## config.mk

```make
export PLATFORM = sky130hd
export DESIGN_NAME = lap_stop_watch
export DESIGN_NICKNAME = d
export VERILOG_FILES = /design/src/rtl/lap_stop_watch.sv
export SDC_FILE = /design/constraint.sdc
export NUM_CORES = 1
export LEC_CHECK = 0
export CAP_MARGIN = 20
export CORE_ASPECT_RATIO = 2
export CORE_MARGIN = 4
export CORE_UTILIZATION = 40
export DETAILED_ROUTE_END_ITERATION = 8
export SLEW_MARGIN = 40
export SYNTH_ARGS = -nofsm -noshare
export SYNTH_HDL_FRONTEND = slang
export SYNTH_SLANG_ARGS = --single-unit
```

## constraint.sdc

```tcl
create_clock -name clk -period 3.2 [get_ports clk]
set_input_delay 0.48 -clock clk [delete_from_list [all_inputs] [get_ports clk]]
set_output_delay 0.48 -clock clk [all_outputs]
set_load 0.05 [all_outputs]
```

## src/rtl/lap_stop_watch.sv

```systemverilog
// lap_stop_watch
//   Run-time stopwatch (minutes / seconds / milliseconds) with a clock
//   prescaler that derives the millisecond tick from clk, a programmable
//   minute wrap point and a small lap FIFO that snapshots the running time.
//
// Ports
//   clk        in   system clock, rising edge
//   rst        in   synchronous reset, active-high, overrides every input
//   enable     in   run; counters advance on millisecond ticks while high
//   zero       in   clear time, prescaler, lap FIFO and lap_ovf (only while enable=0)
//   lap_req    in   push the current time into the lap FIFO
//   lap_rd     in   pop the lap FIFO head (ignored when empty)
//   min/sec/msec              out  live time
//   lap_min/lap_sec/lap_msec  out  FIFO head (0 when empty)
//   lap_valid  out  FIFO non-empty
//   lap_count  out  entries held, 0..LAP_DEPTH
//   lap_full   out  lap_count == LAP_DEPTH
//   lap_ovf    out  sticky: a lap_req was dropped because the FIFO was full
module lap_stop_watch #(
  parameter int TICKS_PER_MS = 1,
  parameter int MIN_LIMIT    = 63,
  parameter int LAP_DEPTH    = 4,
  parameter int LAP_AW       = 2
) (
  input  logic              clk,
  input  logic              rst,
  input  logic              enable,
  input  logic              zero,
  input  logic              lap_req,
  input  logic              lap_rd,
  output logic [6:0]        min,
  output logic [6:0]        sec,
  output logic [9:0]        msec,
  output logic [6:0]        lap_min,
  output logic [6:0]        lap_sec,
  output logic [9:0]        lap_msec,
  output logic              lap_valid,
  output logic [LAP_AW:0]   lap_count,
  output logic              lap_full,
  output logic              lap_ovf
);

  localparam int             PW       = (TICKS_PER_MS > 1) ? $clog2(TICKS_PER_MS) : 1;
  localparam logic [PW-1:0]  PRE_LAST = PW'(TICKS_PER_MS - 1);
  localparam logic [6:0]     MIN_LAST = 7'(MIN_LIMIT);
  localparam logic [LAP_AW:0] DEPTH_C = (LAP_AW + 1)'(LAP_DEPTH);

  // time counters and prescaler
  logic [PW-1:0] pre_q, pre_d;
  logic [6:0]    min_q, min_d;
  logic [6:0]    sec_q, sec_d;
  logic [9:0]    msec_q, msec_d;

  // lap FIFO: entries packed as {min, sec, msec}
  logic [23:0]       mem_q [LAP_DEPTH];
  logic [23:0]       mem_d [LAP_DEPTH];
  logic [LAP_AW-1:0] wr_q, wr_d;
  logic [LAP_AW-1:0] rd_q, rd_d;
  logic [LAP_AW:0]   cnt_q, cnt_d;
  logic              ovf_q, ovf_d;
  logic [23:0]       head_q, head_d;
  logic              valid_q, valid_d;
  logic              full_q, full_d;

  logic clr_s;
  logic tick_s;
  logic pop_s;
  logic push_s;
  logic drop_s;

  assign clr_s  = zero & ~enable;
  assign tick_s = enable & (pre_q == PRE_LAST);

  // Next-state for prescaler and the cascaded min/sec/msec counters
  always_comb begin
    pre_d  = pre_q;
    min_d  = min_q;
    sec_d  = sec_q;
    msec_d = msec_q;
    if (clr_s) begin
      pre_d  = '0;
      min_d  = 7'd0;
      sec_d  = 7'd0;
      msec_d = 10'd0;
    end else if (tick_s) begin
      pre_d = '0;
      if (msec_q == 10'd999) begin
        msec_d = 10'd0;
        if (sec_q == 7'd59) begin
          sec_d = 7'd0;
          min_d = (min_q == MIN_LAST) ? 7'd0 : min_q + 7'd1;
        end else begin
          sec_d = sec_q + 7'd1;
        end
      end else begin
        msec_d = msec_q + 10'd1;
      end
    end else if (enable) begin
      pre_d = pre_q + PW'(1);
    end else begin
      pre_d = pre_q;  // paused: resume mid-period
    end
  end

  // A full FIFO still accepts a push when the same cycle pops the head.
  assign pop_s  = lap_rd & (cnt_q != '0);
  assign push_s = lap_req & ((cnt_q != DEPTH_C) | pop_s);
  assign drop_s = lap_req & ~push_s;

  // Next-state for the lap FIFO plus the registered head/flag outputs
  always_comb begin
    mem_d = mem_q;
    wr_d  = wr_q;
    rd_d  = rd_q;
    cnt_d = cnt_q;
    ovf_d = ovf_q;
    if (clr_s) begin
      wr_d  = '0;
      rd_d  = '0;
      cnt_d = '0;
      ovf_d = 1'b0;
    end else begin
      if (push_s) begin
        mem_d[wr_q] = {min_q, sec_q, msec_q};
        wr_d        = wr_q + LAP_AW'(1);
      end else begin
        wr_d = wr_q;
      end
      if (pop_s) begin
        rd_d = rd_q + LAP_AW'(1);
      end else begin
        rd_d = rd_q;
      end
      case ({push_s, pop_s})
        2'b10:   cnt_d = cnt_q + (LAP_AW + 1)'(1);
        2'b01:   cnt_d = cnt_q - (LAP_AW + 1)'(1);
        default: cnt_d = cnt_q;
      endcase
      if (drop_s) begin
        ovf_d = 1'b1;
      end else begin
        ovf_d = ovf_q;
      end
    end
    // Head is taken from the post-update FIFO so it appears one cycle after a push.
    head_d  = (cnt_d == '0) ? 24'd0 : mem_d[rd_d];
    valid_d = (cnt_d != '0);
    full_d  = (cnt_d == DEPTH_C);
  end

  // State registers with synchronous reset
  always_ff @(posedge clk) begin
    if (rst) begin
      pre_q   <= '0;
      min_q   <= 7'd0;
      sec_q   <= 7'd0;
      msec_q  <= 10'd0;
      for (int i = 0; i < LAP_DEPTH; i++) begin
        mem_q[i] <= 24'd0;
      end
      wr_q    <= '0;
      rd_q    <= '0;
      cnt_q   <= '0;
      ovf_q   <= 1'b0;
      head_q  <= 24'd0;
      valid_q <= 1'b0;
      full_q  <= 1'b0;
    end else begin
      pre_q   <= pre_d;
      min_q   <= min_d;
      sec_q   <= sec_d;
      msec_q  <= msec_d;
      mem_q   <= mem_d;
      wr_q    <= wr_d;
      rd_q    <= rd_d;
      cnt_q   <= cnt_d;
      ovf_q   <= ovf_d;
      head_q  <= head_d;
      valid_q <= valid_d;
      full_q  <= full_d;
    end
  end

  assign min       = min_q;
  assign sec       = sec_q;
  assign msec      = msec_q;
  assign lap_min   = head_q[23:17];
  assign lap_sec   = head_q[16:10];
  assign lap_msec  = head_q[9:0];
  assign lap_valid = valid_q;
  assign lap_count = cnt_q;
  assign lap_full  = full_q;
  assign lap_ovf   = ovf_q;

endmodule

```

==> flow_summary.yaml <==
route:
  detail_route.drc_violations: 0
  route.met2.wl_mm: 12.4
  route.layer.met1.wl_mm: 8.36
  drtPass1Iterations: 5
  dr.first_iter.drc_count: 329
  num_vias: 6405
  detail_route.wirelength_mm: 22.7
  antenna_violating_nets_post_route: 0
  routed_via_density: 5.62
  wl_per_cell_um: 19.9
  dr.max_layer_used: "met4"
  detailroute.wirelength.met3_um: 784
clock_network:
  ctsHoldBuffers: 0
  max_h_tree_level: 4
  tritoncts: "yes"
  clk_pin_slew_worst_paths_ns: 0.06
  clk_path_buf_depth: 2
  cts-root-buf: "sky130_fd_sc_hd__clkbuf_16"
  tritoncts.num_buffers: 17
  clock_latency_ns: 0.42
  clock_net_sink_count: 155
die:
  core_um2: 17700
  die_area_um2: 20300
  floorplan.io_pins: 60
  floorplan.rows: 69
  floorplan.die.height_um: 198
  start_util: 0.406
  dieWidth_um: 103
timing:
  clock_skew_ns: 0.0122
  drv_slew: 0
  setup_viol: 0
  endpoints_failing_hold: 0
  final.period_utilization: 0.972
  relSlewSlack: 0.494
  worst_slew_pin_slew_ns: 0.759
  fmax_mhz: 321
  hold_slack_ns: 0.418
  timing.final.ws_setup_ns: 0.0880
  min_period_ns: 3.11
grt:
  grt_antenna_before_repair: 0
  grt_start_max_net_pins: 91
  grt_first_pass_wirelength_mm: 35.9
  grt_remaining_overflow: 0
  grt_usage: 0.232
  grt_pass1_vias: 6507
pwr:
  power.leakage_nw: 2.79
  cell_internal_pwr_mw: 3.53
  p_sw_frac: 0.284
  pwr-share-comb: 0.171
  post-layout-total-power_mw: 4.93
  power_switching_mw: 1.40
  powerDensity_nw_per_um2: 566
  clock_group_share_of_total_power: 0.423
  irDropWorstVdd_mv: 0.337
  sequential_power_share: 0.406
flow_run:
  cap_viol_max_count: 0
layout:
  drive_above_1_share: 0.151
  fin_area_um2: 8710
  final_nets: 930
  final_util: 0.492
  layout_stage_area_growth_over_the_synthesis_result_pct: 21.2
  fillCellCount: 1680
  antenna-diode-count: 0
outcome:
  outcome: "completed"
critical_path:
  setup.worst_path.end_class: "flop"
  worst_setup_path_start_kind: "input port"
  required_ns: 3.56
  critical_path_peak_fanout: 6
  series_of_cell_instances_along_the_critical_path: "clkdlybuf4s50_1 > or4b_4 > nand2_2 > ha_4 > fa_2 > xnor3_1 > a2111oi_4 > nor2_4 > buf_4 > a2111oi_1 > o2bb2ai_1"
  cp_slowest_cell: "sky130_fd_sc_hd__or4b_4"
  max_stage_delay_ns: 0.50
  timing.setup.critical_path_class: "input port to flop"
  cp_data_arrival_time_ns: 3.47
logic_synthesis:
  postSynthAreaPerCell_um2: 8.30
  synth_sequential_area_ratio: 0.432
  yosysWarnings: 0
  postSynth.topFlopCell: "sky130_fd_sc_hd__dfxtp_1"
  synth.distinct_cells: 56
  syn-num-nets: 881
  synth-async-reset-ratio: 0
  postSynthCellCount: 866
  synth_enable_flop_cells: 0
  synth-seq-cells: 155
  mappedNetlistArea_um2: 7180
placed_design:
  place.gp.congestion: 0.863
  placement.setup.worst_slack_ns: -0.474
  place_area_um2: 8040
  place.port_buffers: 59
  place.detailed.hpwl_mm: 14.7
worst_hold_path:
  worst_hold_path_type: "input port to flop"
-- cell type report --
| class | count | area, um^2 | area share |
|---|---|---|---|
| multi-input cells | 615 | 3600 | 0.413 |
| flip-flops and latches | 155 | 3110 | 0.358 |
| repair buffers | 120 | 1110 | 0.127 |
| clock buffers | 21 | 460 | 0.0529 |
| well taps | 213 | 267 | 0.0306 |
| clock inverters | 10 | 139 | 0.0159 |
| inverters | 6 | 22.5 | 0.00259 |
-- through the flow --
stage               cells  TNS (ns)
finish               1140         0
global route         1140   -0.0156
CTS                  1136         0
detailed placement   1105    -10.46
global placement     1105     -8.69
floorplan             866         0
-- final timing paths --
kind | cells past startpoint | from | slack (ns) | endpoint
setup / recovery | 11 | lap_rd | 0.09 | head_q[3]$_SDFF_PP0_
hold / removal | 2 | rst | 0.42 | mem_q[50]$_SDFF_PP0_
setup reg to reg | 10 | lap_count[0]$_SDFF_PP0_ | 0.18 | head_q[3]$_SDFF_PP0_
hold reg to reg | 2 | mem_q[56]$_SDFF_PP0_ | 0.45 | mem_q[56]$_SDFF_PP0_
-- flip-flops by register name, summed over array words and instances, names as in the netlist --
name       flops
sec            7
mem_q         96
lap_valid      1
min            7
lap_ovf        1
wr_q           2
rd_q           2
head_q        24
lap_full       1
pre_q          1
lap_count      3
msec          10
-- critical path: cells and delay by family --
kind | cells | cell delay, ns
AOI/OAI and AO/OA | 3 | 0.94
xor gates and xnor gates | 1 | 0.27
adders and majority gates | 2 | 0.36
buffers and inverters | 2 | 0.64
and+or+nand+nor | 3 | 0.77
-- cell usage after synthesis, types with 4 or more instances --
cell                              n  area, um^2
sky130_fd_sc_hd__and3_1           5        31.3
sky130_fd_sc_hd__or3_2            7        52.6
sky130_fd_sc_hd__nand3_1         32         160
sky130_fd_sc_hd__or3_1           21         131
sky130_fd_sc_hd__nor2b_1          5        31.3
sky130_fd_sc_hd__nor4_1          25         156
sky130_fd_sc_hd__mux2i_1          5        50.1
sky130_fd_sc_hd__nor3_1           9        45.0
sky130_fd_sc_hd__a2111oi_2       20         300
sky130_fd_sc_hd__xor2_1          10        87.6
sky130_fd_sc_hd__inv_1            6        22.5
sky130_fd_sc_hd__dfxtp_1        155        3100
sky130_fd_sc_hd__clkbuf_8         6        82.6
sky130_fd_sc_hd__ha_1             8         100
sky130_fd_sc_hd__o2bb2ai_1       24         210
sky130_fd_sc_hd__o22ai_1         24         150
sky130_fd_sc_hd__nor2_1          52         195
sky130_fd_sc_hd__buf_1            8        30.0
sky130_fd_sc_hd__nand4_1          8        50.1
sky130_fd_sc_hd__a2111oi_0        5        43.8
sky130_fd_sc_hd__dlygate4sd1_1    4        35.0
sky130_fd_sc_hd__o21ai_0         24         120
sky130_fd_sc_hd__nand2b_1         4        25.0
sky130_fd_sc_hd__buf_6            8        90.1
sky130_fd_sc_hd__clkbuf_1        48         180
sky130_fd_sc_hd__a21oi_1        103         515
sky130_fd_sc_hd__nand2_1        188         706
sky130_fd_sc_hd__xnor2_1         12         105
sky130_fd_sc_hd__buf_2            9        45.0
-- cell families (layout without fill, tap and decap cells) --
| group | after synthesis | in the layout | synth area share |
|---|---|---|---|
| AO/OA/AOI/OAI | 208 | 208 | 0.198 |
| XOR/XNOR | 24 | 24 | 0.0322 |
| adder cells (fa/ha/maj) | 9 | 9 | 0.0167 |
| buffers and inverters | 96 | 157 | 0.0791 |
| flip-flops | 155 | 155 | 0.432 |
| multiplexers | 5 | 5 | 0.00697 |
| AND/OR/NAND/NOR | 369 | 369 | 0.235 |
-- timing repair --
item	4_1_cts	5_1_grt
pin swaps	1	9
buffers inserted	0	4
gates resized for setup	1	13
endpoints found under the setup margin	17	24
-- layer usage --
layer,up-vias,GRT usage
met5,-,0
met4,0,0.130
met3,57,0.0378
met2,155,0.416
met1,3086,0.251
li1,3107,-
-- cell usage in the layout, fill, tap and decap left out, types with 3 or more instances in the layout --
| master | Yosys | routed |
|---|---|---|
| sky130_fd_sc_hd__nand2_1 | 188 | 187 |
| sky130_fd_sc_hd__dfxtp_1 | 155 | 152 |
| sky130_fd_sc_hd__a21oi_1 | 103 | 102 |
| sky130_fd_sc_hd__clkdlybuf4s50_1 | 0 | 58 |
| sky130_fd_sc_hd__buf_4 | 2 | 55 |
| sky130_fd_sc_hd__nor2_1 | 52 | 52 |
| sky130_fd_sc_hd__nand3_1 | 32 | 32 |
| sky130_fd_sc_hd__nor4_1 | 25 | 24 |
| sky130_fd_sc_hd__o21ai_0 | 24 | 24 |
| sky130_fd_sc_hd__o22ai_1 | 24 | 24 |
| sky130_fd_sc_hd__o2bb2ai_1 | 24 | 24 |
| sky130_fd_sc_hd__a2111oi_2 | 20 | 22 |
| sky130_fd_sc_hd__or3_1 | 21 | 21 |
| sky130_fd_sc_hd__clkbuf_16 | 0 | 17 |
| sky130_fd_sc_hd__xnor2_1 | 12 | 12 |
| sky130_fd_sc_hd__xor2_1 | 10 | 10 |
| sky130_fd_sc_hd__nand4_1 | 8 | 8 |
| sky130_fd_sc_hd__nor3_1 | 9 | 7 |
| sky130_fd_sc_hd__or3_2 | 7 | 7 |
| sky130_fd_sc_hd__ha_1 | 8 | 7 |
| sky130_fd_sc_hd__inv_1 | 6 | 6 |
| sky130_fd_sc_hd__and3_1 | 5 | 5 |
| sky130_fd_sc_hd__buf_12 | 1 | 5 |
| sky130_fd_sc_hd__nand2b_1 | 4 | 4 |
| sky130_fd_sc_hd__mux2i_1 | 5 | 4 |
| sky130_fd_sc_hd__nor2b_1 | 5 | 4 |
| sky130_fd_sc_hd__bufinv_16 | 0 | 3 |
| sky130_fd_sc_hd__dfxtp_4 | 0 | 3 |
-- power by group through the flow --
stage	logic, mW	clock network, mW	registers, mW
CTS	0.816	2.12	2.00
finish	0.845	2.08	2.00
global placement	0.804	0	2.05
detailed placement	0.808	0	2.04
floorplan	0.366	0	2.17
global route	0.892	2.19	2.00
No activity file was read; power rests on OpenSTA's default activity.
